<file path="config.mk">
export PLATFORM = sky130hd
export DESIGN_NAME = serial_frame_router
export DESIGN_NICKNAME = d
export VERILOG_FILES = /design/src/rtl/router_pkg.sv /design/src/rtl/serial_frame_router_frame_counter.sv /design/src/rtl/serial_frame_router.sv
export SDC_FILE = /design/constraint.sdc
export NUM_CORES = 1
export LEC_CHECK = 0
export ABC_CLOCK_PERIOD_IN_PS = 1900
export BUFFER_PORTS_ARGS = -buffer_cell sky130_fd_sc_hd__buf_2
export CORE_AREA = 3 3 53 55
export CTS_BUF_LIST = sky130_fd_sc_hd__clkbuf_8
export CTS_CLUSTER_DIAMETER = 80
export DETAILED_ROUTE_END_ITERATION = 12
export DIE_AREA = 0 0 56 58
export PLACE_DENSITY = 0.75
export SYNTH_ARGS = -nofsm -noshare
export SYNTH_HDL_FRONTEND = slang
export SYNTH_HIERARCHICAL = 1
export SYNTH_SLANG_ARGS = --single-unit
</file>
<file path="constraint.sdc">
create_clock -name clk -period 1.9 [get_ports clk]
set_input_delay 0.095 -clock clk [delete_from_list [all_inputs] [get_ports clk]]
set_output_delay 0.095 -clock clk [all_outputs]
set_load 0.005 [all_outputs]
</file>
<file path="src/rtl/router_pkg.sv">
// Shared definitions for the serial frame router.
//   router_state_t : frame controller states
//   HDR_LEN        : header bits captured by the shift register per frame
//   NPORTS         : number of payload output ports
//   payload_last() : true on the final PAYLOAD cycle of a frame
package router_pkg;

  typedef enum logic [1:0] {IDLE, HDR, PAYLOAD, DONE} router_state_t;

  localparam int HDR_LEN = 6;
  localparam int NPORTS  = 4;

  // A zero-length frame still spends one cycle in PAYLOAD, so it ends at once.
  // Otherwise the last bit is the one where the count reaches len-1, which
  // keeps the 4-bit count at or below 14 for the largest (15-bit) payload.
  function automatic logic payload_last(input logic [3:0] pcnt,
                                        input logic [3:0] len);
    return (len == 4'd0) || (pcnt == len - 4'd1);
  endfunction

endpackage

</file>
<file path="src/rtl/serial_frame_router_frame_counter.sv">
// Wrapping frame counter.
//   clk   : rising-edge clock
//   rst   : asynchronous active-low reset, clears the count
//   inc   : add one on this edge
//   count : current count, wraps from all-ones back to zero
module frame_counter #(
  parameter int W = 8
) (
  input  logic         clk,
  input  logic         rst,
  input  logic         inc,
  output logic [W-1:0] count
);

  always_ff @(posedge clk or negedge rst) begin
    if (!rst) begin
      count <= '0;
    end else if (inc) begin
      count <= count + 1'b1;
    end
  end

endmodule

</file>
<file path="src/rtl/serial_frame_router.sv">
// Frame controller and payload router behind the 8-bit header shift register.
// Detects a start bit on the serial line, enables the register for the header
// shift, steers the following payload bits to the addressed port, and clears
// the register at end of frame.
//   clk    : rising-edge clock
//   rst    : asynchronous active-low reset; aborts any frame in progress
//   serIn  : serial line (idles high), shared with the shift register
//   n      : payload length, shift register bits [3:0]
//   d      : destination port, shift register bits [5:4]
//   shen   : shift enable to the register (header cycles only)
//   init   : synchronous clear to the register (end of frame)
//   valid  : a payload bit is being routed this cycle
//   out    : out[d] = serIn while valid, all other bits zero
//   done   : one-cycle end-of-frame pulse
//   frames : completed-frame count, wraps 255 -> 0
module serial_frame_router #(
  parameter int HDR_LEN = 6
) (
  input  logic       clk,
  input  logic       rst,
  input  logic       serIn,
  input  logic [3:0] n,
  input  logic [1:0] d,
  output logic       shen,
  output logic       init,
  output logic       valid,
  output logic [3:0] out,
  output logic       done,
  output logic [7:0] frames
);

  import router_pkg::*;

  localparam logic [2:0] HCNT_LAST = 3'(HDR_LEN - 1);

  router_state_t state;
  logic [2:0]    hcnt;
  logic [3:0]    pcnt;
  logic          in_payload;
  logic [NPORTS-1:0] demux;

  // Control FSM. shen/init/done/in_payload are registered alongside the state
  // so each output is a clean decode of the state being entered.
  always_ff @(posedge clk or negedge rst) begin
    if (!rst) begin
      state      <= IDLE;
      hcnt       <= '0;
      pcnt       <= '0;
      shen       <= 1'b0;
      init       <= 1'b0;
      done       <= 1'b0;
      in_payload <= 1'b0;
    end else begin
      case (state)
        IDLE: begin
          // Start bit: consumed here, never shifted into the register.
          if (!serIn) begin
            state <= HDR;
            hcnt  <= '0;
            shen  <= 1'b1;
          end
        end

        HDR: begin
          if (hcnt == HCNT_LAST) begin
            state      <= PAYLOAD;
            hcnt       <= '0;
            pcnt       <= '0;
            shen       <= 1'b0;
            in_payload <= 1'b1;
          end else begin
            hcnt <= hcnt + 3'd1;
          end
        end

        PAYLOAD: begin
          // n and d are frozen in the register while shen is low.
          if (payload_last(pcnt, n)) begin
            state      <= DONE;
            in_payload <= 1'b0;
            done       <= 1'b1;
            init       <= 1'b1;
          end else begin
            pcnt <= pcnt + 4'd1;
          end
        end

        DONE: begin
          state <= IDLE;
          done  <= 1'b0;
          init  <= 1'b0;
        end

        default: begin
          state      <= IDLE;
          shen       <= 1'b0;
          init       <= 1'b0;
          done       <= 1'b0;
          in_payload <= 1'b0;
        end
      endcase
    end
  end

  // A zero-length frame still has a PAYLOAD cycle, but nothing is routed.
  assign valid = in_payload && (n != 4'd0);

  // Same-cycle pass-through of the serial line to the addressed port.
  always_comb begin
    demux = '0;
    if (valid) begin
      demux[d] = serIn;
    end
  end

  assign out = demux;

  // Counts on the edge leaving DONE; aborted frames never reach DONE.
  frame_counter #(
    .W(8)
  ) u_frame_counter (
    .clk  (clk),
    .rst  (rst),
    .inc  (state == DONE),
    .count(frames)
  );

endmodule

</file>
# After elaboration in Yosys (flattened, before gate mapping)
# Cells that the tools add are included.
dict set report totals {
  regBits 20
  input_bits 9
  output_inout_bits 16
  word_cells 59
}
dict set report op_classes {
  add_sub_neg 4
  n_lt_le_gt_ge 2
  n_eq_ne 9
  mux 21
  n_bitwise 1
  n_reduce_logical 15
}
# operator count
set op_table {}
lappend op_table {{2-to-1 mux 4 bit} 3}
lappend op_table {{AND reduction 3 bit} 4}
lappend op_table {{adder 8 x 1 -> 8 bit, second input constant} 1}
lappend op_table {{inequality test 2 bit, second input constant} 4}
lappend op_table {{case mux 2 bit (4 select lines)} 1}
lappend op_table {{case mux 4 bit (2 select lines)} 1}
lappend op_table {{2-to-1 mux 1 bit} 6}
lappend op_table {{2-to-1 mux 2 bit} 3}
lappend op_table {{2-to-1 mux 3 bit} 2}
lappend op_table {{case mux 1 bit (2 select lines)} 3}
lappend op_table {{case mux 3 bit (2 select lines)} 1}
lappend op_table {{nonzero test 2 bit} 3}
lappend op_table {{adder 4 x 1 -> 4 bit, second input constant} 1}
lappend op_table {{AND 4 bit} 1}
lappend op_table {{equality test 2 bit, second input constant} 2}
lappend op_table {{equality test 4 bit} 1}
lappend op_table {{zero test 4 bit} 1}
lappend op_table {{AND reduction 2 bit} 2}
lappend op_table {{nonzero test 4 bit} 1}
lappend op_table {{subtractor 4 x 1 -> 4 bit, second input constant} 1}
lappend op_table {{adder 3 x 1 -> 3 bit, second input constant} 1}
lappend op_table {{equality test 3 bit, second input constant} 1}
lappend op_table {{< comparator 2 x 3 -> 1 bit, second input constant} 1}
lappend op_table {{demux 1 bit (select 2 bit)} 1}
lappend op_table {{5 further kinds} 6}

# Depth between registers and ports, before layout
# Gate-level depths: netlist (run 1).
dict set report logic_depth {
  depth_word 6
  mapped_depth 8
  ltp_nobuf 7
}

# Hierarchy
# Netlist (run 1), hierarchy kept.
# mod instances cells_each area_each_um2 seq_area_each_um2
set by_module_without_submodules {}
lappend by_module_without_submodules {serial_frame_router 1 93 844.6 300.3}
lappend by_module_without_submodules {frame_counter 1 26 337.8 200.2}

# Worst setup path after synthesis (run 1)
# OpenSTA, ideal clock, no wires.
dict set report synth_path {
  kind {register -> register}
  from {register pcnt[3]}
  to {register state[1]}
  setup_ns 0.128
  arrival_time_ns 1.658
  t_required_ns 1.772
  setup_slack_ns 0.114
  path_stages_with_launch 6
  n_path_buf 0
  synth_period_minus_slack_ns 1.786
  path_cell_list {dfrtp_1 xnor2_1 xnor2_1 o41a_1 a221oi_2 mux2_1}
}
dict set report synth_via {
  elab_chain_len 4
}
# item line_no
set synth_rtl {}
lappend synth_rtl {{start, declared} serial_frame_router.sv:38} ;# logic [3:0] pcnt;
lappend synth_rtl {{start signal, assigned} serial_frame_router.sv:84} ;# pcnt <= pcnt + 4'd1;
lappend synth_rtl {{equality test 4 bit} router_pkg.sv:18} ;# return (len == 4'd0) || (pcnt == len - 4'd1);
lappend synth_rtl {{logical OR 1 bit} router_pkg.sv:18}
lappend synth_rtl {{inequality test 2 bit (no line)} n/a}
lappend synth_rtl {{AND reduction 3 bit (no line)} n/a}
lappend synth_rtl {{end signal, assigned} serial_frame_router.sv:46} ;# state <= IDLE;
lappend synth_rtl {{end signal, assigned} serial_frame_router.sv:58} ;# state <= HDR;
lappend synth_rtl {{end signal, assigned} serial_frame_router.sv:66} ;# state <= PAYLOAD;
lappend synth_rtl {{end, declared} serial_frame_router.sv:36} ;# router_state_t state;
# No other way between the ends.
# A chain may end at the register's enable or synchronous reset.

# Final worst setup path (run 1)
dict set report layout_path {
  from {register pcnt[2]}
  to {register state[1]}
}
# Same word-level chain as after synthesis.

==> out/qor.yml, run 1 <==
outcome: "complete, no violations"
fin_ws_ns: 0.105
critPathKind: "register to register"
drive_above_1_share_pct: 26.0
arrival_ns: 1.93
route.detailed.drc: 0
place_congestion: 0.850
yosysWarnings: 6
wl_per_cell_um: 13.1
worstHoldPathType: "input pin to register"
layoutNonFillerInstCount: 176
synth.avg_cell_area_um2: 9.94
hpwl_um: 1770
max_freq_ghz: 0.557
dr.pass1.iters: 4
die-height_um: 58
post_cts_buffers: 0
layout_commonest_cell: "buf_2"
skew_ns: 0.00355
clock-sinks: 20
dieArea_um2: 3250
path_max_fanout: 5
reg2reg_from: "pcnt[2]$_DFFE_PN0P_"
critPathBufInv: 0
crit_required_ns: 2.04
drt-initial-drc-count: 39
initial_core_util_pct: 48.6
ir_drop_v: 0.000896
period_minus_slack_ns: 1.80
grt_overflow_total: 0
ys_seq_area_share_pct: 42.3
end_kind: "register"
fp.dieW_um: 56
synth_nets: 136
async_flop_share_pct: 100
drt_wl_total_um: 2300
rows: 18
finalHoldViolations: 0
place_ws_ns: 0.0362
synth_edf_count: 0
max_stage_delay_ns: 0.45
syn_area_um2: 1180
cp_top_family: "compound AO/OA/AOI/OAI gates"
io-pin-count: 25
drv_cap: 0
fin_crit_sh_pct: 94.5
holdWs_ns: 0.236
cts_root_buf: "clkbuf_8"
viasPerCell: 5.52
placed_cells: 172
antenna_found_initial: 0
antenna_left: 0
final_cell_mix: "buf_2, dfrtp_1, nand2_1"
r2r_slack_ns: 0.10
max_slew_margin_pct: 70.6
startpoint_type: "register"
grt_pass1_vias: 959
min-delay-start: "serIn"
synth_ff_type: "dfrtp_1"
crit_start: "pcnt[2]$_DFFE_PN0P_"
p_per_area_nw_per_um2: 1270
dr_total_vias: 972
setup_viol: 0
yosys_register_bits: 20
n_antenna_cell: 0
clk_path_buf_depth: 2
path_cells: "xnor2_1 > o41a_1 > a221oi_2 > mux2_1"
grt_max_degree: 21
max_slew.worst_pin.slew_ns: 0.441
crit_slowest_cell: "o41a_1"
cts_tree: "yes"
grt_util_all_layers_pct: 16.2
area_growth_pct: 18.8
rsz0062_at_grt: "no"
leakage_nw: 0.691
htreeDepth: 1
portBuffers: 24
synthCells: 119
cts_made_buffers: 3
final_net_count: 165
coreArea_um2: 2430
grt_pass1_wl_um: 4270
setup_tns_ns: 0
synth_cell_type_count: 34
fin_util_pct: 57.8
clk_pin_slew_ns: 0.07
slew_violations: 0
worstSkewPairLatency_ns: 0.25
sequential cells by signal (all words and copies together), names as in the netlist:
signal / flops
pcnt: 4
in_payload: 1
hcnt: 3
done: 1
u_frame_counter/count: 8
shen: 1
state: 2
path summary, 6_finish.rpt:
kind                            cells past startpoint                                   end
worst min register to register                      1  u_frame_counter/count[7]$_DFFE_PN0P_
max in group asynchronous                           2  u_frame_counter/count[4]$_DFFE_PN0P_
worst max-delay path                                4                  state[1]$_DFFE_PN0P_
worst min-delay path                                4                      shen$_DFFE_PN0P_
worst max register to register                      4                  state[1]$_DFFE_PN0P_
min in group asynchronous                           2  u_frame_counter/count[2]$_DFFE_PN0P_
worst register-to-register path: cells and delay by family (launching register included):
kind | cells | cell delay (ns)
XOR/XNOR | 1 | 0.15
multiplexers | 1 | 0.35
flip-flops | 1 | 0.43
AO/OA/AOI/OAI | 2 | 0.75
Yosys cell counts, types with 2 or more instances:
| master | number | area, um^2 |
|---|---|---|
| a21oi_1 | 4 | 20.0 |
| a22o_1 | 2 | 17.5 |
| a31oi_1 | 2 | 12.5 |
| a41o_1 | 2 | 20.0 |
| clkbuf_1 | 2 | 7.51 |
| dfrtp_1 | 20 | 500 |
| ha_1 | 8 | 100 |
| inv_1 | 8 | 30.0 |
| mux2_2 | 2 | 22.5 |
| mux2i_1 | 3 | 30.0 |
| nand2_1 | 13 | 48.8 |
| nand3_1 | 3 | 15.0 |
| nand4_1 | 4 | 25.0 |
| nor2_1 | 8 | 30.0 |
| nor3_1 | 2 | 10.0 |
| o211ai_1 | 2 | 15.0 |
| o21ai_0 | 6 | 30.0 |
| xnor2_1 | 9 | 78.8 |
| xor2_1 | 4 | 35.0 |
cell families (layout without fill, tap and decap cells):
kind of cell             after synthesis  after routing  synth area share [%]
AND/OR/NAND/NOR                       38             38                  16.4
XOR/XNOR                              13             13                  9.63
adder cells (fa/ha/maj)                8              8                  8.47
flip-flops                            20             20                  42.3
AO/OA/AOI/OAI                         22             22                  13.5
multiplexers                           6              6                  5.40
buffers and inverters                 12             39                  4.23
area by class of cell:
type	instances	area, um^2
well taps	30	37.5
clock buffers	3	41.3
repair buffers	28	153
inverters	8	30.0
multi-input cells	87	643
flip-flops and latches	20	500
fillers	218	1030
metrics by stage:
step / instance area, um^2 / power (mW)
6_report: 1410 / 1.79
5_1_grt: 1410 / 1.94
4_1_cts: 1390 / 1.80
3_5_place_dp: 1340 / 1.51
3_3_place_gp: 1340 / 1.45
2_1_floorplan: 1180 / 1.27
per-layer routing:
metal | wire, um | track usage (%)
met1 | 1040 | 20.9
met2 | 1130 | 27.0
met3 | 116 | 2.67
met4 | 13 | 7.12
met5 | 0 | 0
report_power, final:
| part | total [mW] | internal [mW] | switching, mW |
|---|---|---|---|
| Sequential | 0.721 | 0.560 | 0.161 |
| Clock | 0.271 | 0.141 | 0.130 |
| Combinational | 0.798 | 0.380 | 0.418 |
what timing repair did:
item | CTS | global route
hold buffers | 1 | 0
hold endpoints to repair | 20 | 0
gates resized for setup | 0 | 2
endpoints found under the setup margin | 0 | 3
(Power assumes the default switching activity.)
==> inputs of run 2 (changes only) <==
ABC_AREA = 1   (was unset)
CORE_AREA = 3 3 55 57   (was 3 3 53 55)
DIE_AREA = 0 0 58 60   (was 0 0 56 58)
PLACE_DENSITY = 0.74   (was 0.75)
==> run 2 against run 1 <==
Synthesized area grew 9.1%. Worst hold slack worse by 0.029 ns. Synthesized cell count up 45%. First-iteration DRC count is 2.6% higher. Largest cell class unchanged. Non-clock buffer count shrank 3. Sequential power down 4.2%. Setup slack gained 0.20 ns. Critical path depth increased by 4. Total power grew 4.3%. Flip-flop and latch count unchanged. Largest power group unchanged.
==> out/qor.yml, run 2 <==
dieArea_um2: 3480  # +7.1%
synth_cell_type_count: 25  # -26%
io-pin-count: 25  # unchanged
synth_ff_type: "dfrtp_1"
leakage_nw: 0.856  # +24%
rows: 18  # unchanged
r2r_slack_ns: 0.30  # +0.20 ns
place_ws_ns: 0.344  # +0.308 ns
synth_top_area_share_pct: 38.8  # -3.5 points
slew_violations: 0  # unchanged
synth_top_area_cell: "dfrtp_1"
final_area_um2: 1510  # +7.1%
critPathKind: "register to register"
period_minus_slack_ns: 1.60  # -0.197 ns
grt_overflow_total: 0  # unchanged
outcome: "complete, no violations"
async_flop_share_pct: 100  # unchanged
yosys_register_bits: 20  # unchanged
top_register: "u_frame_counter/count"
grt_max_degree: 21  # unchanged
reg2reg_depth: 8  # +4
ir_drop_v: 0.000993  # +11%
max_slew.worst_pin.slew_ns: 0.435  # -0.00598 ns
crit_required_ns: 2.09  # +0.05 ns
initial_core_util_pct: 51.1  # +2.5 points
crit_start: "state[1]$_DFFE_PN0P_"
synth_most_common_cell: "nand2_1"
ctsResizeCount: 0  # unchanged
max_slew_margin_pct: 71.0  # +0.40 points
drv_cap: 0  # unchanged
drt_wl_total_um: 2440  # +6.2%
grt_pass1_wl_um: 4350  # +1.9%
clk_path_buf_depth: 2  # unchanged
p_total_mw: 1.87  # +4.3%
skew_ns: 0.00113  # -0.00242 ns
cts_made_buffers: 3  # unchanged
reg2reg_from: "state[1]$_DFFE_PN0P_"
holdWs_ns: 0.208  # -0.0286 ns
drive_above_1_share_pct: 21.4  # -4.6 points
route.detailed.drc: 0  # unchanged
n_antenna_cell: 0  # unchanged
htreeDepth: 1  # unchanged
worstSkewPairLatency_ns: 0.26  # about the same
layout_commonest_cell: "nand2_1"
synthCells: 173  # +45%
synth.avg_cell_area_um2: 7.46  # -25%
holdPathEnd: "hcnt[0]$_DFFE_PN0P_"
yosys-top-cells-count: "nand2_1, inv_1, dfrtp_1"
seq_area_um2: 500  # unchanged
portBuffers: 24  # unchanged
end_kind: "register"
synth_nets: 190  # +40%
setup_viol: 0  # unchanged
antenna_left: 0  # unchanged
coreArea_um2: 2520  # +3.7%
worstHoldPathType: "input pin to register"
setup_tns_ns: 0  # unchanged
arrival_ns: 1.79  # -0.14 ns
r2r-end: "hcnt[2]$_DFFE_PN0P_"
fin_ws_ns: 0.302  # +0.197 ns
grt_util_all_layers_pct: 16.2  # -0.068 points
reg.largest.list: "u_frame_counter/count (8), pcnt (4), hcnt (3)"
min-delay-start: "serIn"
placed_area_um2: 1440  # +7.3%
startpoint_type: "register"
path_max_fanout: 7  # +2
multiInputGateArea_um2: 681  # +5.8%
ys_top_cells_by_area: "dfrtp_1, nand2_1, ha_1"
fill_cells: 233  # +6.9%
yosysWarnings: 6  # unchanged
viasPerCell: 5.02  # -9.1%
dr.pass1.iters: 4  # unchanged
cts_root_buf: "clkbuf_8"
wl_per_cell_um: 10.6  # -19%
dr_total_vias: 1160  # +19%
antenna_found_initial: 0  # unchanged
drt-initial-drc-count: 40  # +2.6%
hpwl_um: 1950  # +10%
rsz0062_at_grt: "no"
area_growth_pct: 16.7
place_congestion: 0.847  # -0.28%
die-height_um: 60  # +3.4%
final_net_count: 219  # +33%
largest_reg_flops: 8  # unchanged
hold_depth: 4  # unchanged
cts_tree: "yes"
fp.dieW_um: 58  # +3.6%
clock-sinks: 20  # unchanged
max_freq_ghz: 0.626  # +12%
clk_pin_slew_ns: 0.07  # about the same
grt_pass1_vias: 1086  # +13%
p_per_area_nw_per_um2: 1240  # -2.6%
finalHoldViolations: 0  # unchanged
final_cell_mix: "nand2_1, buf_2, inv_1, dfrtp_1, nor2_1"
ys_seq_area_share_pct: 38.8  # -3.5 points
syn_area_um2: 1290  # +9.1%
synth_edf_count: 0  # unchanged
fin_crit_sh_pct: 84.1  # -10 points
[run 2: how the worst max path moves through the flow]
stage	to	cells after the start
6_report	hcnt[2]$_DFFE_PN0P_	8
5_1_grt	hcnt[2]$_DFFE_PN0P_	8
4_1_cts	hcnt[2]$_DFFE_PN0P_	8
3_5_place_dp	hcnt[2]$_DFFE_PN0P_	8
3_3_place_gp	hcnt[1]$_DFFE_PN0P_	7
2_1_floorplan	pcnt[1]$_DFFE_PN0P_	7
[run 2: final cells by class]
class,count,share of cell area [%]
timing repair buffer,25,8.65
tap,30,2.49
multi-input combinational,125,45.2
inverter,27,6.73
clock buffer,4,3.66
sequential,20,33.3
[run 2: layer usage]
metal | share of wire [%] | GRT usage (%)
met5 | 0 | 0
met4 | 1.7 | 6.95
met3 | 4.8 | 1.94
met2 | 50 | 31.0
met1 | 44 | 17.8
[run 2: logic make-up after synthesis]
logic type	count (synthesis)	share of synthesized area, %
DFF	20	38.8
and+or+nand+nor	102	36.1
adders and majority gates	8	7.76
buffers and inverters	28	8.44
xor gates and xnor gates	6	4.07
AOI/OAI and AO/OA	8	3.98
muxes	1	0.873
[run 2: stage by stage]
step	utilization [%]	std cells
floorplan	-	173
global placement	57.1	226
detailed placement	57.1	226
CTS	59.7	231
global route	59.7	231
finish	59.7	231
[run 2: worst max-delay path, cell delays in order (launching register included)]
cell     delay [ns]
dfrtp_1        0.41
inv_1          0.09
ha_1           0.29
o21ai_1        0.17
nor2_1         0.15
inv_1          0.07
nor2_1         0.16
nand3_1        0.09
o21ai_1        0.08
[run 2: what timing repair did]
item                                   CTS  global route
hold buffers                             1             0
endpoints found under the hold margin   20             0
setup buffers                            0             0
[run 2: power breakdown]
group          leakage (nW)  internal [mW]  switching (mW)
logic                 0.567          0.346           0.506
clock network        0.0288          0.184           0.139
registers             0.260          0.566           0.126
==> inputs of run 3 (changes only) <==
ABC_CLOCK_PERIOD_IN_PS = 1350   (was 1900)
clock period = 1.35 ns   (was 1.9 ns; I/O delays follow)
==> run 3 against run 2 <==
The run now ends with negative setup slack left. Flip-flop and latch count stayed put. Via count rose by 8.2%. Clock power is 86% higher. Setup slack got worse by 0.30 ns. Routed wire length increased by 23%. Global-route usage increased by 2.9 points. Critical path type unchanged. Critical endpoint unchanged. Largest cell class unchanged. Largest power group unchanged. Highest routed layer unchanged.
==> out/qor.yml, run 3 (synthesis gave the netlist of run 2 again) <==
skew_ns: 0.00192  # +0.000793 ns
dr.pass1.iters: 4  # unchanged
arrival_ns: 1.54  # -0.25 ns
internal-power_mw: 2.02  # +84%
startpoint_type: "register"
route.detailed.drc: 0  # unchanged
finalHoldViolations: 0  # unchanged
grt_overflow_total: 0  # unchanged
drt-initial-drc-count: 47  # +18%
htreeDepth: 1  # unchanged
portBuffers: 24  # unchanged
layout_commonest_cell: "nand2_1"
fp.dieW_um: 58  # unchanged
leakage_nw: 0.949  # +11%
worstHoldPathType: "input pin to register"
placed_area_um2: 1560  # +8.6%
largest_reg_flops: 8  # unchanged
final_area_um2: 1750  # +16%
drv_cap: 0  # unchanged
failed_checks: "negative setup slack"
crit_required_ns: 1.54  # -0.55 ns
n_antenna_cell: 0  # unchanged
fin_ws_ns: -0.000838  # -0.303 ns
area_growth_pct: 35.7
drive_above_1_share_pct: 37.3  # +16 points
outcome: "finished with violations"
clk_pin_slew_ns: 0.08  # about the same
wl_per_cell_um: 12.2  # +15%
rsz0062_at_grt: "yes"
grt_util_all_layers_pct: 19.0  # +2.9 points
max_slew.worst_pin.slew_ns: 0.435  # -0.0000371 ns
io-pin-count: 25  # unchanged
final_cell_mix: "nand2_1, buf_2, inv_1, dfrtp_1, buf_4"
setup_viol: 1  # +1
cts_root_buf: "clkbuf_8"
place_congestion: 0.877  # +3.5%
max_slew_margin_pct: 71.0  # about the same
clock-sinks: 20  # unchanged
dieArea_um2: 3480  # unchanged
reg.largest.list: "u_frame_counter/count (8), pcnt (4), hcnt (3)"
setup_tns_ns: -0.000838  # -0.000838 ns
path_max_fanout: 4  # -3
antenna_found_initial: 0  # unchanged
antenna_left: 0  # unchanged
hpwl_um: 2120  # +8.5%
grt_pass1_vias: 1223  # +13%
top_register: "u_frame_counter/count"
max_freq_ghz: 0.740  # +18%
cts_tree: "yes"
end_kind: "register"
fin_crit_sh_pct: 100  # +16 points
initial_core_util_pct: 51.1  # unchanged
clock_power_share_pct: 17.8  # +0.5 points
period_minus_slack_ns: 1.35  # -0.247 ns
slew_violations: 0  # unchanged
worstSkewPairLatency_ns: 0.26  # about the same
critPathKind: "register to register"
p_total_mw: 3.38  # +81%
drt_wl_total_um: 3010  # +23%
dr_total_vias: 1255  # +8.2%
grt_max_degree: 21  # unchanged
p_sw_mw: 1.36  # +77%
ir_drop_v: 0.00194  # +95%
comb_power_share_pct: 53.2  # +7.6 points
fill_cells: 199  # -15%
final_net_count: 235  # +7.3%
grt_pass1_wl_um: 5060  # +16%
p_seq_share_pct: 29.0  # -8.0 points
clk_path_buf_depth: 2  # unchanged
die-height_um: 60  # unchanged
viasPerCell: 5.08  # +1.2%
sw_frac_of_total_pct: 40.3  # -1.0 points
coreArea_um2: 2520  # unchanged
rows: 18  # unchanged
p_per_area_nw_per_um2: 1930  # +56%
cts_made_buffers: 3  # unchanged
==> run 3: changes by cell type in the layout (fill, tap and decap cells not counted), sizes merged <==
cell,change
clkbuf,-1
bufinv,+1
buf,+16
==> run 3: power groups by stage <==
stage / clock network, mW / logic, mW / registers [mW]
CTS: 0.616 / 1.65 / 0.970
detailed placement: 0 / 1.52 / 0.975
global placement: 0 / 1.45 / 0.964
finish: 0.603 / 1.80 / 0.981
global route: 0.637 / 1.98 / 1.01
floorplan: 0 / 1.01 / 0.981
==> run 3: metrics by stage <==
| stage | util (%) | hold slack [ns] | cells | setup WS, ns |
|---|---|---|---|---|
| CTS | 66.7 | 0.181 | 244 | 0.00324 |
| floorplan | - | -0.228 | 173 | -0.00463 |
| global placement | 62.0 | 0.0323 | 237 | -0.0432 |
| finish | 69.4 | 0.205 | 247 | -0.000838 |
| global route | 69.4 | 0.226 | 247 | -0.124 |
| detailed placement | 62.0 | 0.0435 | 237 | -0.101 |
==> run 3: what timing repair did <==
| action | CTS | global route |
|---|---|---|
| gates resized for setup | 7 | 16 |
| hold buffers | 1 | 0 |
| buffers inserted | 2 | 3 |
| setup endpoints to repair | 11 | 18 |
| pin swaps | 5 | 9 |
| endpoints found under the hold margin | 20 | 0 |
==> run 3: worst paths after layout <==
check | start | end | slack, ns | depth (start not counted)
worst max-delay path | state[0]$_DFFE_PN0P_ | hcnt[2]$_DFFE_PN0P_ | -0.0008 | 9
worst min-delay path | serIn | state[1]$_DFFE_PN0P_ | 0.21 | 4
worst max register to register | state[0]$_DFFE_PN0P_ | hcnt[2]$_DFFE_PN0P_ | -0.0008 | 9
worst min register to register | shen$_DFFE_PN0P_ | shen$_DFFE_PN0P_ | 0.51 | 2
max in group asynchronous | rst | pcnt[2]$_DFFE_PN0P_ | 0.75 | 2
min in group asynchronous | rst | state[0]$_DFFE_PN0P_ | 0.27 | 2
==> run 3: cell type report <==
type	instances	area [um^2]	area share (%)
timing repair buffer	41	250	14.3
sequential	20	504	28.8
inverter	27	106	6.08
tap	30	37.5	2.14
multi-input combinational	125	781	44.6
clock inverter	1	30.0	1.72
clock buffer	3	41.3	2.36
==> run 3: per-layer routing <==
layer  part of all wire [%]  track usage [%]  up-vias
met5                      0                0        -
met4                   0.80             8.94        0
met3                    4.1             2.81        4
met2                     54             35.8       38
met1                     41             20.9      588
li1                       -                -      625
==> run 3: critical path, cell delays in order, from the launching register on <==
cell and delay (ns):
dfrtp_2 0.44, inv_4 0.06, ha_4 0.18, nand2_4 0.06, o21ai_2 0.06, nor2_2 0.12, inv_1 0.07, nor2_2 0.12
nand3_1 0.08, o21ai_1 0.09
